[config.mk]
export PLATFORM = sky130hd
export DESIGN_NAME = ifu32_fetch_flat
export DESIGN_NICKNAME = d
export VERILOG_FILES = /design/src/rtl/ifu32_fetch_if.sv /design/src/rtl/ifu32_fetch.sv /design/src/flat_wrapper.sv
export SDC_FILE = /design/constraint.sdc
export NUM_CORES = 1
export LEC_CHECK = 0
export ABC_CLOCK_PERIOD_IN_PS = 2000
export BUFFER_PORTS_ARGS = -buffer_cell sky130_fd_sc_hd__buf_4
export CORE_ASPECT_RATIO = 1.2
export CORE_MARGIN = 3
export CORE_UTILIZATION = 48
export DETAILED_ROUTE_END_ITERATION = 8
export PLACE_DENSITY = 0.79
export SLEW_MARGIN = 20
export SYNTH_ARGS = -nofsm -noshare
export SYNTH_HDL_FRONTEND = slang
export SYNTH_SLANG_ARGS = --single-unit
[constraint.sdc]
create_clock -name clk -period 2 [get_ports clk]
set_input_delay 0.4 -clock clk [delete_from_list [all_inputs] [get_ports clk]]
set_output_delay 0.4 -clock clk [all_outputs]
set_load 0.01 [all_outputs]
[src/rtl/ifu32_fetch_if.sv]
// rtl/ifu32_fetch_if.sv - fetch unit bundle: imem req/rsp, EXU redirect, IDU instruction handshake
`timescale 1ns/1ps
interface ifu32_fetch_if;
  // instruction memory request channel
  logic        imem_req_valid;
  logic        imem_req_ready;
  logic [31:0] imem_req_addr;
  // instruction memory response channel
  logic        imem_rsp_valid;
  logic [31:0] imem_rsp_data;
  // execute-stage redirect
  logic        redirect_valid;
  logic [31:0] redirect_pc;
  // decoder handshake
  logic        inst_valid;
  logic        inst_ready;
  logic [31:0] inst;
  logic [31:0] inst_pc;
`ifdef IFU_MISALIGN_EN
  logic        fetch_misalign;
`endif

  // fetch unit side
  modport master (
    output imem_req_valid,
    input  imem_req_ready,
    output imem_req_addr,
    input  imem_rsp_valid,
    input  imem_rsp_data,
    input  redirect_valid,
    input  redirect_pc,
    output inst_valid,
    input  inst_ready,
    output inst,
    output inst_pc
`ifdef IFU_MISALIGN_EN
    , output fetch_misalign
`endif
  );

  // memory / EXU / IDU side
  modport slave (
    input  imem_req_valid,
    output imem_req_ready,
    input  imem_req_addr,
    output imem_rsp_valid,
    output imem_rsp_data,
    output redirect_valid,
    output redirect_pc,
    input  inst_valid,
    output inst_ready,
    input  inst,
    input  inst_pc
`ifdef IFU_MISALIGN_EN
    , input fetch_misalign
`endif
  );
endinterface

[src/rtl/ifu32_fetch.sv]
// rtl/ifu32_fetch.sv - single-outstanding instruction fetch FSM; IFU_MISALIGN_EN adds the FAULT state
`timescale 1ns/1ps
module ifu32_fetch #(
  parameter logic [31:0] RESET_PC = 32'h8000_0000
) (
  input logic           clk,
  input logic           rst,
  ifu32_fetch_if.master bus
);

`ifdef IFU_MISALIGN_EN
  typedef enum logic [2:0] {IDLE, REQ, WAIT, HOLD, DRAIN, FAULT} state_t;
`else
  typedef enum logic [2:0] {IDLE, REQ, WAIT, HOLD, DRAIN} state_t;
`endif

  state_t      state;
  state_t      state_nxt;
  logic [31:0] pc;
  logic [31:0] pc_nxt;
  logic [31:0] redir_target;
  logic [31:0] inst_q;
  logic [31:0] inst_pc_q;
  logic        req_valid_q;
  logic        inst_valid_q;
  logic        take_rsp;
`ifdef IFU_MISALIGN_EN
  logic        redir_bad;
  logic        fault_q;
  logic        inflight_q;
  logic        inflight_nxt;
`endif

  // Redirect target as it will be loaded into pc; without the fault feature the low bits are dropped.
`ifdef IFU_MISALIGN_EN
  assign redir_target = bus.redirect_pc;
  assign redir_bad    = |bus.redirect_pc[1:0];
`else
  assign redir_target = bus.redirect_pc & 32'hFFFF_FFFC;
`endif

  // Next state and next pc; a redirect overrides every other event in the current state.
  always_comb begin
    state_nxt = state;
    pc_nxt    = pc;
    take_rsp  = 1'b0;
    if (bus.redirect_valid) begin
      pc_nxt = redir_target;
      case (state)
        IDLE:  state_nxt = REQ;
        // a request accepted on this edge is already in memory and must be drained
        REQ:   state_nxt = bus.imem_req_ready ? DRAIN : REQ;
        WAIT:  state_nxt = bus.imem_rsp_valid ? REQ : DRAIN;
        HOLD:  state_nxt = REQ;
        DRAIN: state_nxt = bus.imem_rsp_valid ? REQ : DRAIN;
`ifdef IFU_MISALIGN_EN
        FAULT: state_nxt = (inflight_q && !bus.imem_rsp_valid) ? DRAIN : REQ;
`endif
        default: state_nxt = IDLE;
      endcase
`ifdef IFU_MISALIGN_EN
      if (redir_bad) begin
        state_nxt = FAULT;
      end
`endif
    end else begin
      case (state)
        IDLE:  state_nxt = REQ;
        REQ:   if (bus.imem_req_ready) state_nxt = WAIT;
        WAIT: begin
          if (bus.imem_rsp_valid) begin
            take_rsp  = 1'b1;
            state_nxt = HOLD;
          end
        end
        HOLD: begin
          if (bus.inst_ready) begin
            pc_nxt    = pc + 32'd4;
            state_nxt = REQ;
          end
        end
        DRAIN: if (bus.imem_rsp_valid) state_nxt = REQ;
`ifdef IFU_MISALIGN_EN
        FAULT: state_nxt = FAULT;
`endif
        default: state_nxt = IDLE;
      endcase
    end
  end

`ifdef IFU_MISALIGN_EN
  // Whether a memory response is still owed after this edge; decides DRAIN vs REQ when leaving FAULT.
  always_comb begin
    inflight_nxt = 1'b0;
    case (state)
      REQ:         inflight_nxt = bus.imem_req_ready;
      WAIT, DRAIN: inflight_nxt = !bus.imem_rsp_valid;
      FAULT:       inflight_nxt = inflight_q && !bus.imem_rsp_valid;
      default:     inflight_nxt = 1'b0;
    endcase
  end
`endif

  // State, pc, instruction capture and registered outputs decoded from the next state.
  always_ff @(posedge clk) begin
    if (rst) begin
      state        <= IDLE;
      pc           <= RESET_PC;
      req_valid_q  <= 1'b0;
      inst_valid_q <= 1'b0;
      inst_q       <= 32'd0;
      inst_pc_q    <= 32'd0;
`ifdef IFU_MISALIGN_EN
      fault_q      <= 1'b0;
      inflight_q   <= 1'b0;
`endif
    end else begin
      state        <= state_nxt;
      pc           <= pc_nxt;
      req_valid_q  <= (state_nxt == REQ);
      inst_valid_q <= (state_nxt == HOLD);
      if (take_rsp) begin
        inst_q    <= bus.imem_rsp_data;
        inst_pc_q <= pc;
      end
`ifdef IFU_MISALIGN_EN
      fault_q      <= (state_nxt == FAULT);
      inflight_q   <= inflight_nxt;
`endif
    end
  end

  assign bus.imem_req_valid = req_valid_q;
  assign bus.imem_req_addr  = pc;
  assign bus.inst_valid     = inst_valid_q;
  assign bus.inst           = inst_q;
  assign bus.inst_pc        = inst_pc_q;
`ifdef IFU_MISALIGN_EN
  assign bus.fetch_misalign = fault_q;
`endif

endmodule
[src/flat_wrapper.sv]
// flat-port wrapper written by rule: the top's interface ports become plain ports
module ifu32_fetch_flat 
#(
  parameter logic [31:0] RESET_PC = 32'h8000_0000
)
  (clk, rst, bus_imem_req_valid, bus_imem_req_ready, bus_imem_req_addr, bus_imem_rsp_valid, bus_imem_rsp_data, bus_redirect_valid, bus_redirect_pc, bus_inst_valid, bus_inst_ready, bus_inst, bus_inst_pc);
  ifu32_fetch_if bus_i ();
  input logic clk;
  input logic rst;
  output wire logic [$bits(bus_i.imem_req_valid)-1:0] bus_imem_req_valid;
  input wire logic [$bits(bus_i.imem_req_ready)-1:0] bus_imem_req_ready;
  output wire logic [$bits(bus_i.imem_req_addr)-1:0] bus_imem_req_addr;
  input wire logic [$bits(bus_i.imem_rsp_valid)-1:0] bus_imem_rsp_valid;
  input wire logic [$bits(bus_i.imem_rsp_data)-1:0] bus_imem_rsp_data;
  input wire logic [$bits(bus_i.redirect_valid)-1:0] bus_redirect_valid;
  input wire logic [$bits(bus_i.redirect_pc)-1:0] bus_redirect_pc;
  output wire logic [$bits(bus_i.inst_valid)-1:0] bus_inst_valid;
  input wire logic [$bits(bus_i.inst_ready)-1:0] bus_inst_ready;
  output wire logic [$bits(bus_i.inst)-1:0] bus_inst;
  output wire logic [$bits(bus_i.inst_pc)-1:0] bus_inst_pc;
  assign bus_imem_req_valid = bus_i.imem_req_valid;
  assign bus_i.imem_req_ready = bus_imem_req_ready;
  assign bus_imem_req_addr = bus_i.imem_req_addr;
  assign bus_i.imem_rsp_valid = bus_imem_rsp_valid;
  assign bus_i.imem_rsp_data = bus_imem_rsp_data;
  assign bus_i.redirect_valid = bus_redirect_valid;
  assign bus_i.redirect_pc = bus_redirect_pc;
  assign bus_inst_valid = bus_i.inst_valid;
  assign bus_i.inst_ready = bus_inst_ready;
  assign bus_inst = bus_i.inst;
  assign bus_inst_pc = bus_i.inst_pc;
  ifu32_fetch #(.RESET_PC(RESET_PC)) u_core (.clk(clk), .rst(rst), .bus(bus_i));
endmodule
==> results of run 1 <==
-- path summary, 6_finish.rpt --
check,from,end,cells past startpoint,slack (ns)
setup / recovery,u_core.bus.imem_req_addr[26]$_SDFFE_PP0P_,u_core.bus.imem_req_addr[30]$_SDFFE_PP0P_,4,0.12
hold / removal,bus_imem_rsp_data[27],u_core.bus.inst[27]$_SDFFE_PP0P_,3,0.28
setup reg to reg,u_core.bus.imem_req_addr[26]$_SDFFE_PP0P_,u_core.bus.imem_req_addr[30]$_SDFFE_PP0P_,4,0.12
hold reg to reg,u_core.bus.inst[13]$_SDFFE_PP0P_,u_core.bus.inst[13]$_SDFFE_PP0P_,2,0.46
-- flip-flops by register name, summed over array words and instances, names as in the netlist --
register / count
u_core.bus.imem_req_valid: 1
u_core.state: 3
u_core.bus.imem_req_addr: 30
u_core.bus.inst_pc: 30
u_core.bus.inst: 32
u_core.bus.inst_valid: 1
-- worst min-delay path, delay by kind of cell --
family,cells,cell delay [ns]
and+or+nand+nor,1,0.04
AOI/OAI and AO/OA,1,0.05
buffers and inverters,1,0.10
-- per-stage QoR --
stage | std cells | hold slack, ns
3_5_place_dp | 808 | 0.447
5_1_grt | 823 | 0.272
2_1_floorplan | 536 | 0.481
4_1_cts | 823 | 0.268
3_3_place_gp | 808 | 0.443
6_report | 823 | 0.280
-- routing by layer --
| metal | vias to the layer above | part of all wire (%) | routed length, µm |
|---|---|---|---|
| li1 | 2201 | - | - |
| met1 | 2070 | 41 | 5130 |
| met2 | 177 | 50 | 6340 |
| met3 | 21 | 7.2 | 914 |
| met4 | 0 | 2.0 | 248 |
| met5 | - | 0 | 0 |
-- cell type report --
type                            count  area (µm²)  area share (%)
Multi-Input combinational cell    386        2070            35.0
Clock inverter                      3        42.5           0.720
Clock buffer                       12         135            2.29
Tap cell                          114         143            2.42
Timing Repair Buffer              201        1530            26.0
Inverter                           10        37.5           0.636
Sequential cell                    97        1940            32.9
-- cells in the mapped netlist, types with 3 or more instances --
| cell type | number |
|---|---|
| clkbuf_1 | 35 |
| inv_1 | 10 |
| o31a_1 | 4 |
| xor2_1 | 5 |
| a2111oi_0 | 3 |
| nor4_1 | 6 |
| xnor2_1 | 5 |
| nor2b_1 | 5 |
| and2_1 | 3 |
| o21ai_0 | 8 |
| or3_1 | 7 |
| dfxtp_1 | 97 |
| a21oi_1 | 69 |
| nor3_1 | 7 |
| buf_4 | 4 |
| o31ai_1 | 7 |
| a311oi_1 | 10 |
| nand4_1 | 9 |
| nand3_1 | 16 |
| a211oi_1 | 10 |
| or4_1 | 9 |
| and4_1 | 5 |
| nand2_1 | 137 |
| nor2_1 | 30 |
| and3_1 | 4 |
-- power breakdown --
group	internal (W)	switching, W
clock network	0.000572	0.000635
logic	0.000251	0.000242
registers	0.00198	0.0000472
total	0.00281	0.000924
-- repair_timing --
item | CTS | global route
setup endpoints to repair | 0 | 5
setup buffers | 0 | 0
resized for setup | 0 | 5
-- kinds of logic (layout without fill, tap and decap cells) --
logic type | after synthesis | after routing | synth area share, %
simple gates | 248 | 248 | 27.9
flops | 97 | 97 | 46.2
buf+inv | 53 | 226 | 5.35
mux | 1 | 1 | 0.238
fa+ha+maj | 1 | 1 | 0.297
other cells | 1 | 4 | 0.0891
compound gates | 122 | 122 | 17.9
xor+xnor | 10 | 10 | 2.08
==> impl_metrics.ini, run 1 <==
[cts]
ctsHoldBuffers = 0
htreeDepth = 3
root_buffer = clkbuf_8
clock_latency_ns = 0.36
ctsLongestPathBuffers = 2
path_clk_slew_ns = 0.09
cts_tree = yes
cts.sinks = 97
cts_made_buffers = 9

[global_route]
antenna_found_initial = 0
grt_pass1_wl_um = 19600
grt_max_degree = 63
grt_pass1_vias = 4107
top_usage_layer = met2
grtUsageTotal_pct = 24.5
gr-usage-met3_pct = 4.24
grt-ovfl-total = 0
met1_usage_pct = 30.1
met2_usage_pct = 41.9

[sta]
post-route-period-util_pct = 93.8
setup_slack_ns = 0.124
tightestPinTransition_ns = 0.619
setup_viol = 0
hold_viol = 0
finalSetupTns_ns = 0
fin_skew_ns = 0.00772
rsz0062_at_grt = no
finalCriticalPeriod_ns = 1.88
max_freq_mhz = 533
report.final.slew_viol_count = 0
relSlewSlack_pct = 58.7

[power]
vdd_drop_max_mv = 0.379
power.total_w = 0.00373
powerDensity_nw_per_um2 = 632
leakagePower_nw = 2.41

[floorplanning]
die-area_um2 = 9930
die_x_um = 91.5
core_area_um2 = 8330
io_pins = 168
die_h_um = 109
rows = 36
initial_core_util_pct = 50.5

[worst_setup_path]
worstPathMaxFanout = 6
cpLargestDelayFamily = simple AND/OR/NAND/NOR gates
cp.arrival_ns = 2.14
path_cells = nand4_1, or3_1, or4_1, and3_1
critPathLaunchType = flop
cp_num_buf_inv = 0
slowest_stage = or4_1
cp_data_required_time_ns = 2.26
worstSetupPathType = reg -> reg
max_stage_delay_ns = 0.50
cp-end-kind = flop

[logic_synthesis]
synth_cell_types = 48
synth_seq_cells = 97
yosysSeqAreaShare_pct = 46.2
synth_top_area_cell = dfxtp_1
ys.flop_type = dfxtp_1
synthTopCellsByArea = dfxtp_1 (46%), nand2_1 (12%), a21oi_1 (8.2%)
synth_top_area_share_pct = 46.2
synth_warnings = 0
synth_cells = 533
synth.avg_cell_area_um2 = 7.89
netlist_area_um2 = 4210
synth-edff-count = 0
synthArstFlopShare_pct = 0

[cells_and_area]
final_cell_mix = buf_4 (199), nand2_1 (137), dfxtp_1 (96), a21oi_1 (69), nor2_1 (30)
final_nets = 776
design_area_um2 = 5900
fill_cells = 685
final_common_cell = buf_4
utilization_pct = 70.9
layout-drive-gt1-share_pct = 31.6
syn_to_final_growth_pct = 40.4
num_antenna_cells = 0

[detailed_routing]
drc_errors = 0
ant_nets = 0
wl_per_cell_um = 15.3
drtPass1Iterations = 4
totalWireLength_um = 12600
first_iter_violations = 250
vias = 4469
routed_via_density = 5.43

[placement]
place_area_um2 = 5710
finalWeightedCongestion = 0.826
port-buffer-count = 161
preCtsSetupSlack_ns = 0.0530
hpwl_um = 9220

[flow_run]
cap_violations = 0

[worst_hold_path]
hold_path.class = in -> reg

[run_status]
status = finished clean
No activity file was read; power rests on OpenSTA's default activity.
==> run 2, diff against run 1 <==
--- a/config.mk
+++ b/config.mk
@@ -8,8 +8,9 @@
 export ABC_CLOCK_PERIOD_IN_PS = 2000
 export BUFFER_PORTS_ARGS = -buffer_cell sky130_fd_sc_hd__buf_4
 export CORE_ASPECT_RATIO = 1.2
-export CORE_MARGIN = 3
+export CORE_MARGIN = 2
 export CORE_UTILIZATION = 48
+export CTS_CLUSTER_SIZE = 8
 export DETAILED_ROUTE_END_ITERATION = 8
 export PLACE_DENSITY = 0.79
 export SLEW_MARGIN = 20
==> run 2 against run 1 <==
Net effect:
- sequential share of layout area hardly changed
- routed wire length is 2.5% lower
- flip-flop and latch count stayed put
- clock skew is 0.0057 ns higher
- combinational power is 1% lower
- die area is 4.0% lower
- clock power is 6% lower
- hold slack worse by 0.0040 ns
- worst setup slack better by 0.039 ns
- critical path depth is 1 higher
- design area hardly changed
- largest power group unchanged
==> impl_metrics.ini, run 2 (synthesis results as in run 1) <==
[sta]
setup_slack_ns = 0.163
setup_viol = 0
relSlewSlack_pct = 59.4
report.final.slew_viol_count = 0
fin_skew_ns = 0.0135
max_freq_mhz = 544
finalCriticalPeriod_ns = 1.84
hold_viol = 0
tightestPinTransition_ns = 0.609
rsz0062_at_grt = no
finalSetupTns_ns = 0
post-route-period-util_pct = 91.8
hold_slack_ns = 0.276

[detailed_routing]
drc_errors = 0
drtPass1Iterations = 4
routed_via_density = 5.34
totalWireLength_um = 12300
ant_nets = 0
first_iter_violations = 250
wl_per_cell_um = 14.8
vias = 4431

[global_route]
grt_pass1_vias = 4081
grt_max_degree = 63
antenna_found_initial = 0
grt-ovfl-total = 0
grt_pass1_wl_um = 19000
grtUsageTotal_pct = 25.4

[worst_setup_path]
worstPathMaxFanout = 7
path_cells = and4_2, nand3_1, buf_4, or4_1, a311oi_1
worstSetupPathType = reg -> reg
r2r-end = u_core.bus.imem_req_addr[23]$_SDFFE_PP0P_
max_stage_delay_ns = 0.43
cp-end-kind = flop
cp_num_buf_inv = 1
r2r_slack_ns = 0.16
critPathLaunchType = flop
cp.arrival_ns = 2.11
rr_worst_depth = 5
cpLargestDelayFamily = simple AND/OR/NAND/NOR gates
reg2reg_from = u_core.bus.imem_req_addr[7]$_SDFFE_PP0P_
cp_data_required_time_ns = 2.27
slowest_stage = dfxtp_1

[cells_and_area]
final_common_cell = buf_4
final_cell_mix = buf_4 (203), nand2_1 (137), dfxtp_1 (95), a21oi_1 (69), nor2_1 (30)
layout-drive-gt1-share_pct = 31.8
utilization_pct = 68.9
final_nets = 779
largest_reg_flops = 32
multi_input_comb_area_um2 = 2060
num_antenna_cells = 0
syn_to_final_growth_pct = 40.3
fill_cells = 743
seqCellArea_um2 = 1940

[cts]
htreeDepth = 3
cts_resized = 0
cts_made_buffers = 9
root_buffer = clkbuf_8
cts_tree = yes
clock_latency_ns = 0.37
path_clk_slew_ns = 0.09
ctsLongestPathBuffers = 2
cts.sinks = 97
ctsHoldBuffers = 0
post_cts_buffers = 0

[worst_hold_path]
whs_path_depth = 3
hold_end = u_core.bus.inst[24]$_SDFFE_PP0P_
hold_path.class = in -> reg
min-delay-start = bus_imem_rsp_data[24]

[floorplanning]
die-area_um2 = 9530
initial_core_util_pct = 49.1
io_pins = 168
die_h_um = 107
core_area_um2 = 8560
die_x_um = 89.5
rows = 37

[power]
leakagePower_nw = 2.41
vdd_drop_max_mv = 0.335
powerDensity_nw_per_um2 = 620

[placement]
port-buffer-count = 161
preCtsSetupSlack_ns = 0.0345
hpwl_um = 9210
finalWeightedCongestion = 0.897

[run_status]
status = finished clean

[flow_run]
cap_violations = 0
[run 2: where the power goes]
part           switching (W)  leakage [nW]  internal (W)
clock               0.000646        0.0847      0.000490
sequential         0.0000493         0.790       0.00198
combinational       0.000238          1.54      0.000251
[run 2: worst max-delay path by stage]
stage | from | endpoint | cells after the start
3_3_place_gp | bus_inst_ready | u_core.bus.imem_req_addr[30]$_SDFFE_PP0P_ | 5
4_1_cts | u_core.bus.imem_req_addr[3]$_SDFFE_PP0P_ | u_core.bus.imem_req_addr[16]$_SDFFE_PP0P_ | 5
5_1_grt | u_core.bus.imem_req_addr[7]$_SDFFE_PP0P_ | u_core.bus.imem_req_addr[17]$_SDFFE_PP0P_ | 5
2_1_floorplan | u_core.bus.imem_req_addr[20]$_SDFFE_PP0P_ | u_core.bus.imem_req_addr[30]$_SDFFE_PP0P_ | 4
3_5_place_dp | bus_inst_ready | u_core.bus.imem_req_addr[16]$_SDFFE_PP0P_ | 5
6_report | u_core.bus.imem_req_addr[7]$_SDFFE_PP0P_ | u_core.bus.imem_req_addr[23]$_SDFFE_PP0P_ | 5
[run 2: cell type report]
| cell class | instances | share of cell area [%] |
|---|---|---|
| clock inverter | 2 | 0.233 |
| multi-input combinational | 386 | 35.0 |
| sequential | 97 | 32.9 |
| inverter | 10 | 0.636 |
| clock buffer | 14 | 2.59 |
| tap | 117 | 2.48 |
| timing repair buffer | 204 | 26.2 |
[run 2: per-stage QoR]
| stage | area (µm²) | power [W] | std cells |
|---|---|---|---|
| 6_report | 5900 | 0.00366 | 830 |
| 3_3_place_gp | 5730 | 0.00255 | 814 |
| 4_1_cts | 5890 | 0.00368 | 830 |
| 3_5_place_dp | 5730 | 0.00256 | 814 |
| 5_1_grt | 5900 | 0.00380 | 830 |
| 2_1_floorplan | 4220 | 0.00228 | 536 |
[run 2: worst register-to-register path, delay by kind of cell (launching register included)]
kind | cells | cell delay [ns]
flip-flops | 1 | 0.43
buffers and inverters | 1 | 0.20
AO/OA/AOI/OAI | 1 | 0.25
AND/OR/NAND/NOR | 3 | 0.87
[run 2: layer usage]
metal,wire (µm),GRT usage [%],vias to the layer above
li1,-,-,2208
met1,4960,31.6,2048
met2,6240,42.8,163
met3,918,4.43,12
met4,200,10.4,0
met5,0,0,-
